<file path="src/rtl/sync_fifo_ctrl_if.sv">
// Push/pop handshake bundle for sync_fifo_ctrl.
// overflow/underflow exist only when FIFO_ERR_FLAGS_EN is defined.
interface sync_fifo_ctrl_if #(
    parameter int DATA_WIDTH = 8
);
    logic [DATA_WIDTH-1:0] data_in;
    logic                  push;
    logic                  full;
    logic [DATA_WIDTH-1:0] data_out;
    logic                  pop;
    logic                  empty;
`ifdef FIFO_ERR_FLAGS_EN
    logic                  overflow;
    logic                  underflow;
`endif

    // master: producer/consumer side that drives requests
    modport master (
        output data_in,
        output push,
        output pop,
        input  full,
        input  empty,
`ifdef FIFO_ERR_FLAGS_EN
        input  overflow,
        input  underflow,
`endif
        input  data_out
    );

    // slave: the FIFO itself
    modport slave (
        input  data_in,
        input  push,
        input  pop,
        output full,
        output empty,
`ifdef FIFO_ERR_FLAGS_EN
        output overflow,
        output underflow,
`endif
        output data_out
    );
endinterface

</file>
<file path="src/rtl/sync_fifo_ctrl.sv">
// Single-clock FIFO with registered read data and full/empty flags.
// Optional FIFO_ERR_FLAGS_EN adds registered overflow/underflow pulses.
module sync_fifo_ctrl #(
    parameter int DATA_WIDTH = 8,
    parameter int DEPTH      = 16   // power of two, >= 2
) (
    input  logic                   clk,
    input  logic                   rst,     // asynchronous, active low
    sync_fifo_ctrl_if.slave        bus
);
    localparam int ADDR_W = $clog2(DEPTH);
    localparam logic [ADDR_W:0] PTR_ONE = {{ADDR_W{1'b0}}, 1'b1};

    logic [DATA_WIDTH-1:0] mem [DEPTH];

    logic [ADDR_W:0]       wr_ptr_reg, wr_ptr_next;
    logic [ADDR_W:0]       rd_ptr_reg, rd_ptr_next;
    logic [DATA_WIDTH-1:0] data_out_reg, data_out_next;

    logic full_int;
    logic empty_int;
    logic push_ok;
    logic pop_ok;

    // Extra pointer MSB distinguishes a full buffer from an empty one.
    assign empty_int = (wr_ptr_reg == rd_ptr_reg);
    assign full_int  = (wr_ptr_reg[ADDR_W] != rd_ptr_reg[ADDR_W]) &&
                       (wr_ptr_reg[ADDR_W-1:0] == rd_ptr_reg[ADDR_W-1:0]);

    // A pop frees a slot in the same cycle, so a push on a full FIFO
    // succeeds when paired with a pop. Pop on empty never sees the
    // word being pushed in that same cycle.
    assign pop_ok  = bus.pop && !empty_int;
    assign push_ok = bus.push && (!full_int || pop_ok);

    always_comb begin
        wr_ptr_next   = wr_ptr_reg;
        rd_ptr_next   = rd_ptr_reg;
        data_out_next = data_out_reg;
        if (push_ok) begin
            wr_ptr_next = wr_ptr_reg + PTR_ONE;
        end
        if (pop_ok) begin
            rd_ptr_next   = rd_ptr_reg + PTR_ONE;
            data_out_next = mem[rd_ptr_reg[ADDR_W-1:0]];
        end
    end

    always_ff @(posedge clk or negedge rst) begin
        if (!rst) begin
            wr_ptr_reg   <= '0;
            rd_ptr_reg   <= '0;
            data_out_reg <= '0;
        end else begin
            wr_ptr_reg   <= wr_ptr_next;
            rd_ptr_reg   <= rd_ptr_next;
            data_out_reg <= data_out_next;
        end
    end

    // Storage has no reset; stale contents are unreachable once pointers clear.
    always_ff @(posedge clk) begin
        if (push_ok && rst) begin
            mem[wr_ptr_reg[ADDR_W-1:0]] <= bus.data_in;
        end
    end

    assign bus.full     = full_int;
    assign bus.empty    = empty_int;
    assign bus.data_out = data_out_reg;

`ifdef FIFO_ERR_FLAGS_EN
    logic overflow_reg, overflow_next;
    logic underflow_reg, underflow_next;

    always_comb begin
        overflow_next  = bus.push && !push_ok;
        underflow_next = bus.pop && empty_int;
    end

    always_ff @(posedge clk or negedge rst) begin
        if (!rst) begin
            overflow_reg  <= 1'b0;
            underflow_reg <= 1'b0;
        end else begin
            overflow_reg  <= overflow_next;
            underflow_reg <= underflow_next;
        end
    end

    assign bus.overflow  = overflow_reg;
    assign bus.underflow = underflow_reg;
`endif

endmodule

</file>
<file path="src/flat_wrapper.sv">
// flat-port wrapper written by rule: the top's interface ports become plain ports
module sync_fifo_ctrl_flat 
#(
    parameter int DATA_WIDTH = 8,
    parameter int DEPTH      = 16                        
)
  (clk, rst, bus_data_in, bus_push, bus_pop, bus_full, bus_empty, bus_data_out);
  sync_fifo_ctrl_if #(.DATA_WIDTH(DATA_WIDTH)) bus_i ();
  input  logic clk;
  input  logic rst;
  input wire logic [$bits(bus_i.data_in)-1:0] bus_data_in;
  input wire logic [$bits(bus_i.push)-1:0] bus_push;
  input wire logic [$bits(bus_i.pop)-1:0] bus_pop;
  output wire logic [$bits(bus_i.full)-1:0] bus_full;
  output wire logic [$bits(bus_i.empty)-1:0] bus_empty;
  output wire logic [$bits(bus_i.data_out)-1:0] bus_data_out;
  assign bus_i.data_in = bus_data_in;
  assign bus_i.push = bus_push;
  assign bus_i.pop = bus_pop;
  assign bus_full = bus_i.full;
  assign bus_empty = bus_i.empty;
  assign bus_data_out = bus_i.data_out;
  sync_fifo_ctrl #(.DATA_WIDTH(DATA_WIDTH), .DEPTH(DEPTH)) u_core (.clk(clk), .rst(rst), .bus(bus_i));
endmodule
</file>
<file path="config.mk">
export PLATFORM = sky130hd
export DESIGN_NAME = sync_fifo_ctrl_flat
export DESIGN_NICKNAME = d
export VERILOG_FILES = /design/src/rtl/sync_fifo_ctrl_if.sv /design/src/rtl/sync_fifo_ctrl.sv /design/src/flat_wrapper.sv
export SDC_FILE = /design/constraint.sdc
export NUM_CORES = 1
export LEC_CHECK = 0
export CAP_MARGIN = 10
export CELL_PAD_IN_SITES_DETAIL_PLACEMENT = 2
export CELL_PAD_IN_SITES_GLOBAL_PLACEMENT = 2
export CORE_MARGIN = 4
export CORE_UTILIZATION = 45
export DETAILED_ROUTE_END_ITERATION = 8
export PLACE_DENSITY = 0.74
export SETUP_SLACK_MARGIN = 0.5
export SLEW_MARGIN = 20
export SYNTH_ARGS = -nofsm -noshare
export SYNTH_HDL_FRONTEND = slang
export SYNTH_SLANG_ARGS = --single-unit
</file>
<file path="constraint.sdc">
create_clock -name clk -period 2.19 [get_ports clk]
set_input_delay 0.3285 -clock clk [delete_from_list [all_inputs] [get_ports clk]]
set_output_delay 0.3285 -clock clk [all_outputs]
set_load 0.1 [all_outputs]
</file>
==> metrics.txt <==
status finished, violations left; failing checks setup timing; Row Count 41; Final setup viols 2; fill cell count 1,049; Crit. End Element primary output; Synth Instances 319; initial antenna violation count 0; Bufs on Longest Clock Path 2; Die Footprint 0.0150 sq mm; crit share post-route 100%; Pwr Density 1530 mW/mm^2; Largest register FFs 128; Clk Latency, worst-skew pair 430 ps; maximum level of the CTS H-tree 4; Die Height 123 microns; final-stage net count 405; synth cell count leaders 128 x edfxtp_1, 19 x mux4_2, 18 x dfrtp_1, 18 x nor2b_1, 16 x a21oi_1; DP Cell Count 521; initial DRC count 308; FFs w/ async S/R, synth 12.3%; DP Wirelength 10,500 microns; total CTS buffers 17; overall power 12.1 mW; placed cell area 0.00659 sq mm; CP max FO 3; Worst slew margin 39.2%; vias in the first global route 3,755; R2R setup slack 20 ps; Finished Layout Cells 573; most numerous cell in the Yosys netlist edfxtp_1; VDD IR max 822 uV; Avg Inst Size Synth 18.5 sq um; clock skew 8.50 ps; Top FF cell, synth edfxtp_1; max-slew violations 0; number of synthesized flops with an enable pin 128; router iterations before antenna repair 4; area grow syn2layout 33.7%; critical path class reg2out; setup ws final -7.67 ps; diodes inserted 0; min Tclk post-route 2200 ps; pin count of the biggest net entering global routing 33; die width 123 microns; synth warn 0; Worst-path clk slew 70 ps; port bufs 21; worst endpoint required time 1860 ps; Cell variety after synth 32; # DRC 0; largest cells by area after synthesis edfxtp_1 65%, dfrtp_1 7.6%, mux4_2 7.2%; Synth area leader edfxtp_1; Routed Antenna Nets 0; Via Count 3,374; crit start category register; first-pass GRT wire length 26,700 microns; Peak Freq 455 MHz; GRT Overall Usage 26.3%; routed len/inst 34.2 microns; clock sink count 146; Seq/Total Area, Yosys 72.7%; Max Cap Viol 0; Initial Utilization 46.4%; Hold Crit Class in2async; core area 0.0127 sq mm; Final Instance Area 0.00790 sq mm; layout cells sized above 1 47.4%; Slew @ Worst Pin 910 ps; Static Leak 2.72 nW; Mapped Area 0.00591 sq mm; Mapped Nets 336; Worst EP arrival 1870 ps; top cell type's share of synthesized area 65.1%; vias per cell 5.89; register bit total from synthesis 146; RSZ-0062 raised after global routing yes; CTS tree built; Root Buffer clkbuf_16; final wirelength 19,600 microns; Final Hold Vio Count 0; io pins 22; grt ovf 0; gp weighted congestion 0.784
## layer usage
layer  up-vias  routed length (microns)  share of wire [%]  track usage, %
met3        41                      833                4.2            5.30
li1       1407                        -                  -               -
met4         0                      735                3.7            10.1
met2       111                    10300                 52            44.0
met1      1815                     7780                 40            33.9
met5         -                        0                  0               0
## worst max-delay path, cell delays in order, from the launching register on
cell and delay (ps):
dfrtp_2 450, xnor2_1 240, nand4_1 240, buf_6 210, nor2_4 100, buf_12 180
## area by class of cell
| class | count | area [sq um] | area share [%] |
|---|---|---|---|
| flip-flops and latches | 146 | 4300 | 54.5 |
| repair buffers | 68 | 788 | 9.98 |
| clock buffers | 17 | 425 | 5.39 |
| clock inverters | 15 | 133 | 1.68 |
| well taps | 172 | 215 | 2.73 |
| multi-input cells | 152 | 2020 | 25.6 |
| inverters | 3 | 11.3 | 0.143 |
## placed cells by master, fill, tap and decap left out, drive strengths merged
cell,n
a2111oi,8
a211oi,8
nor2,13
nand4,4
bufbuf,1
clkbuf,17
inv,7
mux2,9
o21ai,1
xor2,2
and3,15
edfxtp,128
clkdlybuf4s50,11
o31a,1
xnor2,12
nor2b,18
nand3,1
a21oi,16
dfrtp,18
clkinv,8
ha,5
o21a,1
buf,56
o311a,1
and2,1
bufinv,1
nand2b,1
mux2i,8
nand2,3
clkinvlp,2
mux4,24
## worst paths after layout
check | startpoint | endpoint | cells after the start
max | u_core.rd_ptr_reg[2]$_DFFE_PN0P_ | bus_empty | 5
min | rst | u_core.rd_ptr_reg[4]$_DFFE_PN0P_ | 2
max reg2reg | u_core.rd_ptr_reg[2]$_DFFE_PN0P_ | u_core.mem[15][3]$_DFFE_PP_ | 8
min reg2reg | u_core.bus.data_out[6]$_DFFE_PN0P_ | u_core.bus.data_out[6]$_DFFE_PN0P_ | 2
max in group asynchronous | rst | u_core.rd_ptr_reg[1]$_DFFE_PN0P_ | 2
min in group clk | u_core.bus.data_out[6]$_DFFE_PN0P_ | u_core.bus.data_out[6]$_DFFE_PN0P_ | 2
## kinds of logic (layout without fill, tap and decap cells)
group,after synthesis,after routing,synth area share (%)
AOI/OAI and AO/OA,36,36,4.09
xor gates and xnor gates,14,14,2.08
adders and majority gates,5,5,1.06
muxes,41,41,12.5
DFF,146,146,72.7
and+or+nand+nor,56,56,5.23
buffers and inverters,21,103,2.31
## per-stage QoR
stage / utilization (%) / hold slack, ps / setup TNS (ps) / worst slack, ps
floorplan: - / 32.9 / 0 / 177
global placement: 51.8 / 514 / -76.5 / -56.4
detailed placement: 51.8 / 533 / -226 / -226
CTS: 59.5 / 332 / 0 / 58.8
global route: 62.1 / 377 / -277 / -54.7
finish: 62.1 / 381 / -8.30 / -7.67
## report_power, final
part / internal [mW] / leakage (nW) / switching, mW
Sequential: 3.34 / 1.36 / 0.271
Combinational: 2.41 / 1.09 / 3.24
Clock: 1.57 / 0.269 / 1.23
## timing repair
action	4_1_cts	5_1_grt
endpoints found under the setup margin	147	148
gates cloned	5	0
pin swaps	11	21
hold buffers	0	0
gates resized for setup	62	51
setup buffers	11	4
Power figures use the tool's default switching activity.
